File: config.mk
export PLATFORM = sky130hd
export DESIGN_NAME = ipm_xy_route_port
export DESIGN_NICKNAME = d
export VERILOG_FILES = /design/src/rtl/ipm_xy_route_port.sv
export SDC_FILE = /design/constraint.sdc
export NUM_CORES = 1
export LEC_CHECK = 0
export CORE_ASPECT_RATIO = 0.7
export CORE_MARGIN = 2
export CORE_UTILIZATION = 45
export DETAILED_ROUTE_END_ITERATION = 8
export PLACE_DENSITY = 0.67
export SYNTH_ARGS = -nofsm -noshare
export SYNTH_HDL_FRONTEND = slang
export SYNTH_SLANG_ARGS = --single-unit
File: constraint.sdc
create_clock -name clk -period 4.85 [get_ports clk]
set_clock_uncertainty 0.05 [all_clocks]
set_input_delay 0.97 -clock clk [delete_from_list [all_inputs] [get_ports clk]]
set_output_delay 0.97 -clock clk [all_outputs]
set_load 0.01 [all_outputs]
File: src/rtl/ipm_xy_route_port.sv
// ipm_xy_route_port
// Router input-port stage. It takes two-phase bundled-data flits from a link
// and buffers them in a small FIFO. It computes an XY route on each head flit,
// claims the chosen output-port module with a PacketEnable level, and then
// streams the packet out on that port's two-phase channel. The claim is
// released through the Tailpassed return handshake.
//
// Flit layout:
//   [1:0]  type (01 head, 00 body, 10 tail, 11 single)
//   [4:2]  Loc  (head only, forwarded untouched)
//   [8:5]  Y    (head only)
//   [12:9] X    (head only)
// WORD_WIDTH must therefore be at least 13.
// FIFO_DEPTH must be a power of two and at least 2.

module ipm_xy_route_port #(
  parameter int WORD_WIDTH = 32,
  parameter int OUTPORTS   = 5,
  parameter int IN_PORT    = 0,
  parameter int LOCAL_X    = 0,
  parameter int LOCAL_Y    = 0,
  parameter int FIFO_DEPTH = 4
) (
  input  logic                  clk,
  input  logic                  reset,
  input  logic                  req_up_i,
  input  logic [WORD_WIDTH-1:0] Data_up_i,
  output logic                  ack_up_o,
  output logic [OUTPORTS-1:0]   req_dw_o,
  output logic [WORD_WIDTH-1:0] Data_dw_o,
  input  logic [OUTPORTS-1:0]   ack_dw_i,
  output logic [OUTPORTS-1:0]   PacketEnable_dw_o,
  input  logic [OUTPORTS-1:0]   Tailpassed_up_i,
  output logic                  err_o
);

  localparam int SEL_W = (OUTPORTS > 1) ? $clog2(OUTPORTS) : 1;
  localparam int PTR_W = $clog2(FIFO_DEPTH);

  localparam logic [SEL_W-1:0] DIR_LOCAL = SEL_W'(0);
  localparam logic [SEL_W-1:0] DIR_NORTH = SEL_W'(1);
  localparam logic [SEL_W-1:0] DIR_EAST  = SEL_W'(2);
  localparam logic [SEL_W-1:0] DIR_SOUTH = SEL_W'(3);
  localparam logic [SEL_W-1:0] DIR_WEST  = SEL_W'(4);

  localparam logic [SEL_W-1:0] C_IN_PORT = SEL_W'(IN_PORT);
  localparam logic [3:0]       C_LOCAL_X = 4'(LOCAL_X);
  localparam logic [3:0]       C_LOCAL_Y = 4'(LOCAL_Y);

  typedef enum logic [2:0] {
    S_IDLE,
    S_ROUTE,
    S_FWD,
    S_RELEASE,
    S_WAIT_LOW,
    S_DROP
  } state_t;

  state_t                r_state;
  logic [WORD_WIDTH-1:0] r_mem [FIFO_DEPTH];
  logic [PTR_W:0]        r_wrPtr;
  logic [PTR_W:0]        r_rdPtr;
  logic                  r_ackUp;
  logic [OUTPORTS-1:0]   r_reqDw;
  logic [OUTPORTS-1:0]   r_pe;
  logic [WORD_WIDTH-1:0] r_dataDw;
  logic                  r_err;
  logic [SEL_W-1:0]      r_sel;
  logic                  r_lastSent;

  logic                  w_empty;
  logic                  w_full;
  logic [WORD_WIDTH-1:0] w_head;
  logic [1:0]            w_type;
  logic                  w_isHead;
  logic                  w_isLast;
  logic [3:0]            w_destX;
  logic [3:0]            w_destY;
  logic [SEL_W-1:0]      w_route;
  logic                  w_upPending;
  logic                  w_push;
  logic                  w_pop;
  logic                  w_send;
  logic                  w_dwIdle;
  logic                  w_tpSel;
  logic [OUTPORTS-1:0]   w_selOneHot;

  // The extra pointer bit separates the full case from the empty case.
  assign w_empty = (r_wrPtr == r_rdPtr);
  assign w_full  = (r_wrPtr[PTR_W] != r_rdPtr[PTR_W]) &&
                   (r_wrPtr[PTR_W-1:0] == r_rdPtr[PTR_W-1:0]);
  assign w_head  = r_mem[r_rdPtr[PTR_W-1:0]];

  assign w_type   = w_head[1:0];
  assign w_isHead = (w_type == 2'b01) || (w_type == 2'b11);
  assign w_isLast = (w_type == 2'b10) || (w_type == 2'b11);
  assign w_destY  = w_head[8:5];
  assign w_destX  = w_head[12:9];

  // A pending flit is accepted when there is room. A read in the same cycle
  // also counts as room, so a full buffer keeps streaming.
  assign w_upPending = (req_up_i != r_ackUp);
  assign w_push      = w_upPending && (!w_full || w_pop);

  // The selected channel is idle when its two phases match.
  assign w_dwIdle = (r_reqDw[r_sel] == ack_dw_i[r_sel]);
  assign w_tpSel  = Tailpassed_up_i[r_sel];

  // XY routing: resolve X first, then Y; matching both means local delivery.
  always_comb begin
    w_route = DIR_LOCAL;
    if (w_destX > C_LOCAL_X) begin
      w_route = DIR_EAST;
    end else if (w_destX < C_LOCAL_X) begin
      w_route = DIR_WEST;
    end else if (w_destY > C_LOCAL_Y) begin
      w_route = DIR_NORTH;
    end else if (w_destY < C_LOCAL_Y) begin
      w_route = DIR_SOUTH;
    end
  end

  // Decode the latched direction into the enable pattern for the claim.
  always_comb begin
    w_selOneHot = '0;
    for (int i = 0; i < OUTPORTS; i++) begin
      w_selOneHot[i] = (r_sel == SEL_W'(i));
    end
  end

  // Decide when the FIFO head is consumed. Stray body/tail flits are dropped
  // in IDLE, a U-turn packet drains in DROP, and FWD consumes one flit per
  // completed downstream handshake until the last flit has gone out.
  always_comb begin
    w_pop  = 1'b0;
    w_send = 1'b0;
    case (r_state)
      S_IDLE: begin
        if (!w_empty && !w_isHead) begin
          w_pop = 1'b1;
        end
      end
      S_FWD: begin
        if (!r_lastSent && !w_empty && w_dwIdle) begin
          w_send = 1'b1;
          w_pop  = 1'b1;
        end
      end
      S_DROP: begin
        if (!w_empty) begin
          w_pop = 1'b1;
        end
      end
      default: begin
      end
    endcase
  end

  // Buffer storage has no reset; only the pointers define what is valid.
  always_ff @(posedge clk) begin
    if (w_push) begin
      r_mem[r_wrPtr[PTR_W-1:0]] <= Data_up_i;
    end
  end

  // Maintain the FIFO pointers and acknowledge each accepted flit upstream on
  // the same edge it is written.
  always_ff @(posedge clk or posedge reset) begin
    if (reset) begin
      r_wrPtr <= '0;
      r_rdPtr <= '0;
      r_ackUp <= 1'b0;
    end else begin
      if (w_push) begin
        r_wrPtr <= r_wrPtr + 1'b1;
        r_ackUp <= ~r_ackUp;
      end
      if (w_pop) begin
        r_rdPtr <= r_rdPtr + 1'b1;
      end
    end
  end

  // Packet control: route the head, claim the output, stream the flits,
  // then hand the claim back once the output reports the tail has passed.
  always_ff @(posedge clk or posedge reset) begin
    if (reset) begin
      r_state    <= S_IDLE;
      r_sel      <= DIR_LOCAL;
      r_reqDw    <= '0;
      r_dataDw   <= '0;
      r_pe       <= '0;
      r_err      <= 1'b0;
      r_lastSent <= 1'b0;
    end else begin
      case (r_state)
        S_IDLE: begin
          if (!w_empty) begin
            if (w_isHead) begin
              r_sel   <= w_route;
              r_state <= S_ROUTE;
            end else begin
              r_err <= 1'b1;
            end
          end
        end
        S_ROUTE: begin
          if (r_sel == C_IN_PORT) begin
            r_err   <= 1'b1;
            r_state <= S_DROP;
          end else if (!w_tpSel) begin
            r_pe       <= w_selOneHot;
            r_lastSent <= 1'b0;
            r_state    <= S_FWD;
          end
        end
        S_FWD: begin
          if (w_send) begin
            r_dataDw       <= w_head;
            r_reqDw[r_sel] <= ~r_reqDw[r_sel];
            r_lastSent     <= w_isLast;
          end else if (r_lastSent && w_dwIdle) begin
            r_state <= S_RELEASE;
          end
        end
        S_RELEASE: begin
          if (w_tpSel) begin
            r_pe    <= '0;
            r_state <= S_WAIT_LOW;
          end
        end
        S_WAIT_LOW: begin
          if (!w_tpSel) begin
            r_state <= S_IDLE;
          end
        end
        S_DROP: begin
          if (!w_empty && w_isLast) begin
            r_state <= S_IDLE;
          end
        end
        default: begin
          r_state <= S_IDLE;
        end
      endcase
    end
  end

  assign ack_up_o          = r_ackUp;
  assign req_dw_o          = r_reqDw;
  assign Data_dw_o         = r_dataDw;
  assign PacketEnable_dw_o = r_pe;
  assign err_o             = r_err;

  // The claim is never allowed to cover two outputs at once.
  assert property (@(posedge clk) disable iff (reset) $onehot0(r_pe));

endmodule

**Yosys cells after proc, flatten, opt, wreduce, memory -nomap -nowiden**

Memory sizes are Yosys's and may differ from the RTL's.
Index checks and enable logic that the tools add are counted.

- Logic and storage cells: 120
- Memories: 1
- Memory bits (writable): 128
- Register bits after elaboration: 57
- Output and inout port bits: 44
- Input port bits: 45

Memories:

| memory | depth | bits a word | read ports | clocked after memory_dff | write ports | RTL line | source |
|---|---|---|---|---|---|---|---|
| r_mem | 4 | 32 | 1 | 0 | 1 | 60 | `logic [WORD_WIDTH-1:0] r_mem [FIFO_DEPTH];` |

- Reduce and logical (&&, ||, !) cells: 26
- Order comparisons: 6
- Mux-type cells: 42
- Eq/ne operators: 30
- $add $sub $neg: 2
- Bitwise gates (word level): 3

Operator list:

| kind | number |
|---|---|
| 3-bit 2-to-1 mux | 11 |
| 2-bit != test (second input constant) | 12 |
| 3-bit one-hot mux with 6 select lines | 1 |
| 1-bit 2-to-1 mux | 16 |
| 5-bit 2-to-1 mux | 3 |
| 3-bit by 2-bit equality test with 1-bit output (second input constant) | 4 |
| 4-bit AND reduction | 3 |
| 5-bit one-hot mux with 2 select lines | 1 |
| 1-bit binary-select mux with 3-bit select | 3 |
| 3-bit equality test (second input constant) | 3 |
| 4-bit by 1-bit > comparator with 1-bit output (second input constant) | 2 |
| 1-bit logical AND | 8 |
| 4-bit by 1-bit less-than comparator with 1-bit output (second input constant) | 2 |
| 8-bit AND reduction | 1 |
| 3-bit by 1-bit adder with 3-bit output (second input constant) | 2 |
| 3-bit by 1-bit equality test with 1-bit output (second input constant) | 2 |
| 3-bit logical NOT | 2 |
| 2-bit nonzero test | 3 |
| 5-bit bitwise mux | 1 |
| 2-bit equality test (second input constant) | 2 |
| 1-bit logical NOT | 4 |
| 3-bit by 4-bit less-than comparator with 1-bit output (second input constant) | 1 |
| 2-bit 2-to-1 mux | 2 |
| 1-bit one-hot mux with 2 select lines | 2 |
| other kinds (13) | 18 |

**Logic depth before layout (Yosys ltp)**

An unclocked memory read counts as a cell.

- Word-level depth: 11
- Depth in mapped cells: 8
- Mapped depth without buffers: 5

**Worst setup path after synthesis**

Ideal clock, no wire load.

- Path type: register to register
- From: reg r_rdPtr[1]
- To: mem r_mem[0][0], enable pin
- Path buffers: 1
- Arrival: 2.743 ns
- Period minus slack after synthesis: 3.185 ns
- Data required time: 4.408 ns
- Stages on the path, launching flop included: 7
- Setup slack: 1.665 ns
- Setup time: 0.392 ns
- Cells stage by stage: dfrtp_1 > buf_6 > mux2_4 > or4b_4 > a311o_1 > a31oi_4 > and2_1

- Longest elaborated chain between the ends: 11
- Elaborated cells between the ends (all ways): 21
- Classes of those cells: 4 x eq/ne; 6 x mux; 10 x reduce/logical; 1 x memory

RTL lines:

| what | RTL line | source |
|---|---|---|
| start, declared | 62 | `logic [PTR_W:0] r_rdPtr;` |
| start signal, assigned | 179 | `r_rdPtr <= r_rdPtr + 1'b1;` |
| memory read 4 x 32 bit | - |  |
| 2-bit by 1-bit equality test with 1-bit output / 2-bit equality test (equally long branches) | 95 | `assign w_isHead = (w_type == 2'b01) \|\| (w_type == 2'b11);` |
| 1-bit logical OR | 95 |  |
| 1-bit logical NOT | 139 | `if (!w_empty && !w_isHead) begin` |
| 1-bit logical AND | 139 |  |
| 1-bit 2-to-1 mux | 139 |  |
| 1-bit one-hot mux with 3 select lines | 137 | `case (r_state)` |
| 1-bit logical OR (*) | 103 | `assign w_push = w_upPending && (!w_full \|\| w_pop);` |
| 1-bit logical AND (*) | 103 |  |
| 1-bit 2-to-1 mux (*) | 161 | `if (w_push) begin` |
| 1-bit 2-to-1 mux (implied by the code) (*) | 162 | `r_mem[r_wrPtr[PTR_W-1:0]] <= Data_up_i;` |
| end, declared | 60 |  |

Mark *: on every way between the ends. The rest lies on a longest branch, timed or not.

**Worst setup path after layout**

- From: reg r_rdPtr[1]
- To: mem r_mem[2][30], enable pin

Same word-level chain as after synthesis.

==> summary.md <==
| Metric | Value |
|---|---|
| Post-synth ARST share | `29.28%` |
| IO buf count | `83` |
| VDD IR max | `318.8 uV` |
| Distinct cell type count after synthesis | `45` |
| Largest area contributor in the netlist | `edfxtp_1` |
| RSZ-0062 raised after global routing | `false` |
| Post-DP HPWL | `8593 um` |
| Iter 0 DRT Violations | `274` |
| Initial DRT Pass Iterations | `4` |
| Starting Density | `46.14%` |
| Launch point of the worst hold path | `Data_dw_o[4]` |
| R2R Path End | `r_mem[2][30]` |
| Horiz. Die Dim | `154.9 um` |
| Main synth FF type | `edfxtp_1` |
| Crit path kind | `register to register` |
| Int Power | `3.864 mW` |
| # IOs | `89` |
| Post-route cell area | `8748 um^2` |
| WL met1 | `6667 um` |
| Critical path's slowest cell | `dfrtp_1` |
| Lkg Pwr | `3.231 nW` |
| Worst reg-to-reg setup slack | `1.23 ns` |
| Final Max Tran Viols | `0` |
| Die area | `16980 um^2` |
| Gpl congestion | `0.7347` |
| Max-cap viol count | `0` |
| DRC errors left | `0` |
| Area grow syn2layout | `21.96%` |
| Overall routing resource usage | `17.68%` |
| Final setup TNS | `0 ns` |
| Count of final hold-check violations | `0` |
| Worst setup SP type | `register` |
| Commonest cells in the synthesized netlist | `128 x edfxtp_1, 105 x nand2_1, 53 x dfrtp_1, 31 x mux4_2, 14 x clkbuf_1` |
| Hold crit path type | `register to register` |
| CTS clk-pin slew, worst paths | `0.06 ns` |
| Hold Path Sink | `Data_dw_o[4]` |
| CTS buffer count | `17` |
| Vias | `3927` |
| CP Data Required Time | `4.84 ns` |
| Vias in the first global route | `3980` |
| Yosys top cell area share | `53.58%` |
| Die Y-Extent | `109.6 um` |
| Crit path time final | `3.623 ns` |
| Clock power share | `21.9%` |
| Clock Latency Late Sink | `0.42 ns` |
| Worst r2r src | `r_rdPtr[1]` |
| Most common cell in the synthesized netlist | `edfxtp_1` |
| Worst EP arrival | `3.62 ns` |
| Number of nets in the layout | `585` |
| Slew HR | `38.00%` |
| Worst-path maximum fanout | `32` |
| Sw Ratio | `32.03%` |
| Wire length on met2 | `6546 um` |
| Reg2Reg Depth | `5` |
| ANT nets after route | `0` |
| Max Root-Sink Buffers | `2` |
| WL final | `13950 um` |
| Hold path cells | `2` |
| Fin crit share | `74.69%` |
| EDFF count, synth | `128` |
| Ordered list of cells on the worst path | `mux2_4 -> or4b_4 -> a311o_1 -> a31oi_4 -> and2_2` |
| Cells after Synth | `446` |
| WL met3 | `572 um` |
| Flop pwr share | `44.0%` |
| Grt ovf | `0` |
| CP peak stage delay | `0.83 ns` |
| Pwr dens | `649.7 nW/um^2` |
| Post-synthesis cell area | `7173 um^2` |
| First-pass GRT wire length | `22020 um` |
| Largest net degree at the start of global routing | `33` |
| Leading post-synthesis cells by cell area | `edfxtp_1 54%, dfrtp_1 18%, mux4_2 9.7%` |
| Dpl cell area | `8225 um^2` |
| Final setup vio count | `0` |
| Layout cell share with drive strength beyond 1 | `13.87%` |
| Initial antenna violation count | `0` |
| Total clock sinks | `181` |
| Std-Cell Core Area | `15550 um^2` |
| Num rows | `38` |
| Comb power frac | `34.1%` |
| Yosys reg bits | `181` |
| Worst Tran Pin Value | `0.9300 ns` |
| CTS tree | `built` |
| Antenna diode count | `0` |
| Root Buffer | `clkbuf_16` |
| Psw | `1.821 mW` |
| Sequential element share of the synthesized area | `72.07%` |
| Routed WL per cell | `18.65 um` |
| CTS Hold Bufs | `0` |
| H-tree depth | `4` |
| Setup Fix Bufs, Post-CTS | `0` |
| Achievable frequency | `0.2760 GHz` |
| Status | `finished, final reports clean` |
| DR vias/cell | `5.250` |
| Yosys warns | `0` |
| DR top layer | `met4` |
| Synth Area per Inst | `16.08 um^2` |
| Post-CTS resize count | `0` |
| Crit end category | `register` |
## worst max-delay path, delay by kind of cell (launching register included)
family	cells	cell delay, ns
flip-flops	1	0.83
AND/OR/NAND/NOR	2	1.30
AO/OA/AOI/OAI	2	0.69
multiplexers	1	0.37
## power groups by stage
stage / registers (mW) / clock network, mW / logic, mW
global placement: 2.50 / 0 / 1.93
finish: 2.50 / 1.24 / 1.94
floorplan: 2.48 / 0 / 1.26
detailed placement: 2.53 / 0 / 1.97
CTS: 2.51 / 1.27 / 1.98
global route: 2.56 / 1.34 / 2.13
## through the flow
stage / setup WS (ns) / util (%) / total power [mW] / instances / hold slack [ns]
2_1_floorplan: 1.665 / - / 3.736 / 448 / 0.4151
3_3_place_gp: 1.070 / 52.91 / 4.426 / 716 / 0.4063
3_5_place_dp: 1.046 / 52.91 / 4.499 / 716 / 0.4115
4_1_cts: 1.174 / 56.27 / 5.760 / 748 / 0.4272
5_1_grt: 1.036 / 56.27 / 6.025 / 748 / 0.4421
6_report: 1.227 / 56.27 / 5.684 / 748 / 0.4204
## logic make-up (layout without fill, tap and decap cells)
group           count (synthesis)  after routing  share of synthesized area, %
flops                         181            181                         72.07
simple gates                  137            137                         8.059
mux                            41             41                         11.53
compound gates                 33             33                         3.471
buf+inv                        32            132                         1.988
xor+xnor                       16             16                         1.954
fa+ha+maj                       5              5                        0.8721
other cells                     1              3                       0.05228
## registers in the layout (all words and copies together) (netlist names)
signal	flops
Data_dw_o	32
PacketEnable_dw_o	3
ack_up_o	1
err_o	1
r_lastSent	1
r_mem	128
r_rdPtr	3
r_sel	2
r_state	3
r_wrPtr	3
req_dw_o	4
## placed cells by master (no fill, tap or decap), drive strengths merged, types with 7 or more instances in the layout
| master | synthesis | layout |
|---|---|---|
| nor2 | 10 | 10 |
| nand2 | 105 | 105 |
| dfrtp | 53 | 53 |
| mux4 | 32 | 32 |
| mux2 | 7 | 7 |
| clkbuf | 14 | 25 |
| clkdlybuf4s50 | 0 | 83 |
| xnor2 | 13 | 13 |
| buf | 9 | 8 |
| inv | 9 | 9 |
| edfxtp | 128 | 128 |
| o21ai | 10 | 10 |
## worst max-delay path by stage
| stage | to | depth (start not counted) | slack (ns) | start |
|---|---|---|---|---|
| 5_1_grt | r_mem[2][30] | 5 | 1.04 | r_rdPtr[1] |
| 6_report | r_mem[2][30] | 5 | 1.23 | r_rdPtr[1] |
| 4_1_cts | r_mem[1][30] | 5 | 1.17 | r_rdPtr[1] |
| 3_5_place_dp | r_mem[2][4] | 7 | 1.05 | ack_dw_i[3] |
| 3_3_place_gp | r_mem[2][4] | 7 | 1.07 | ack_dw_i[3] |
| 2_1_floorplan | r_mem[0][0] | 6 | 1.66 | r_rdPtr[1] |
## area by class of cell
cell class / instances / area [um^2]
Fill cell: 1232 / 6799
Multi-Input combinational cell: 235 / 1879
Clock inverter: 7 / 57.56
Sequential cell: 181 / 5171
Tap cell: 200 / 250.2
Timing Repair Buffer: 91 / 890.9
Clock buffer: 25 / 465.4
Inverter: 9 / 33.78
## metal layers
metal | vias up | global-route usage (%)
li1 | 1814 | -
met1 | 2012 | 24.62
met2 | 89 | 27.30
met3 | 12 | 4.612
met4 | 0 | 6.481
met5 | - | 0
No activity file was read; power rests on OpenSTA's default activity.
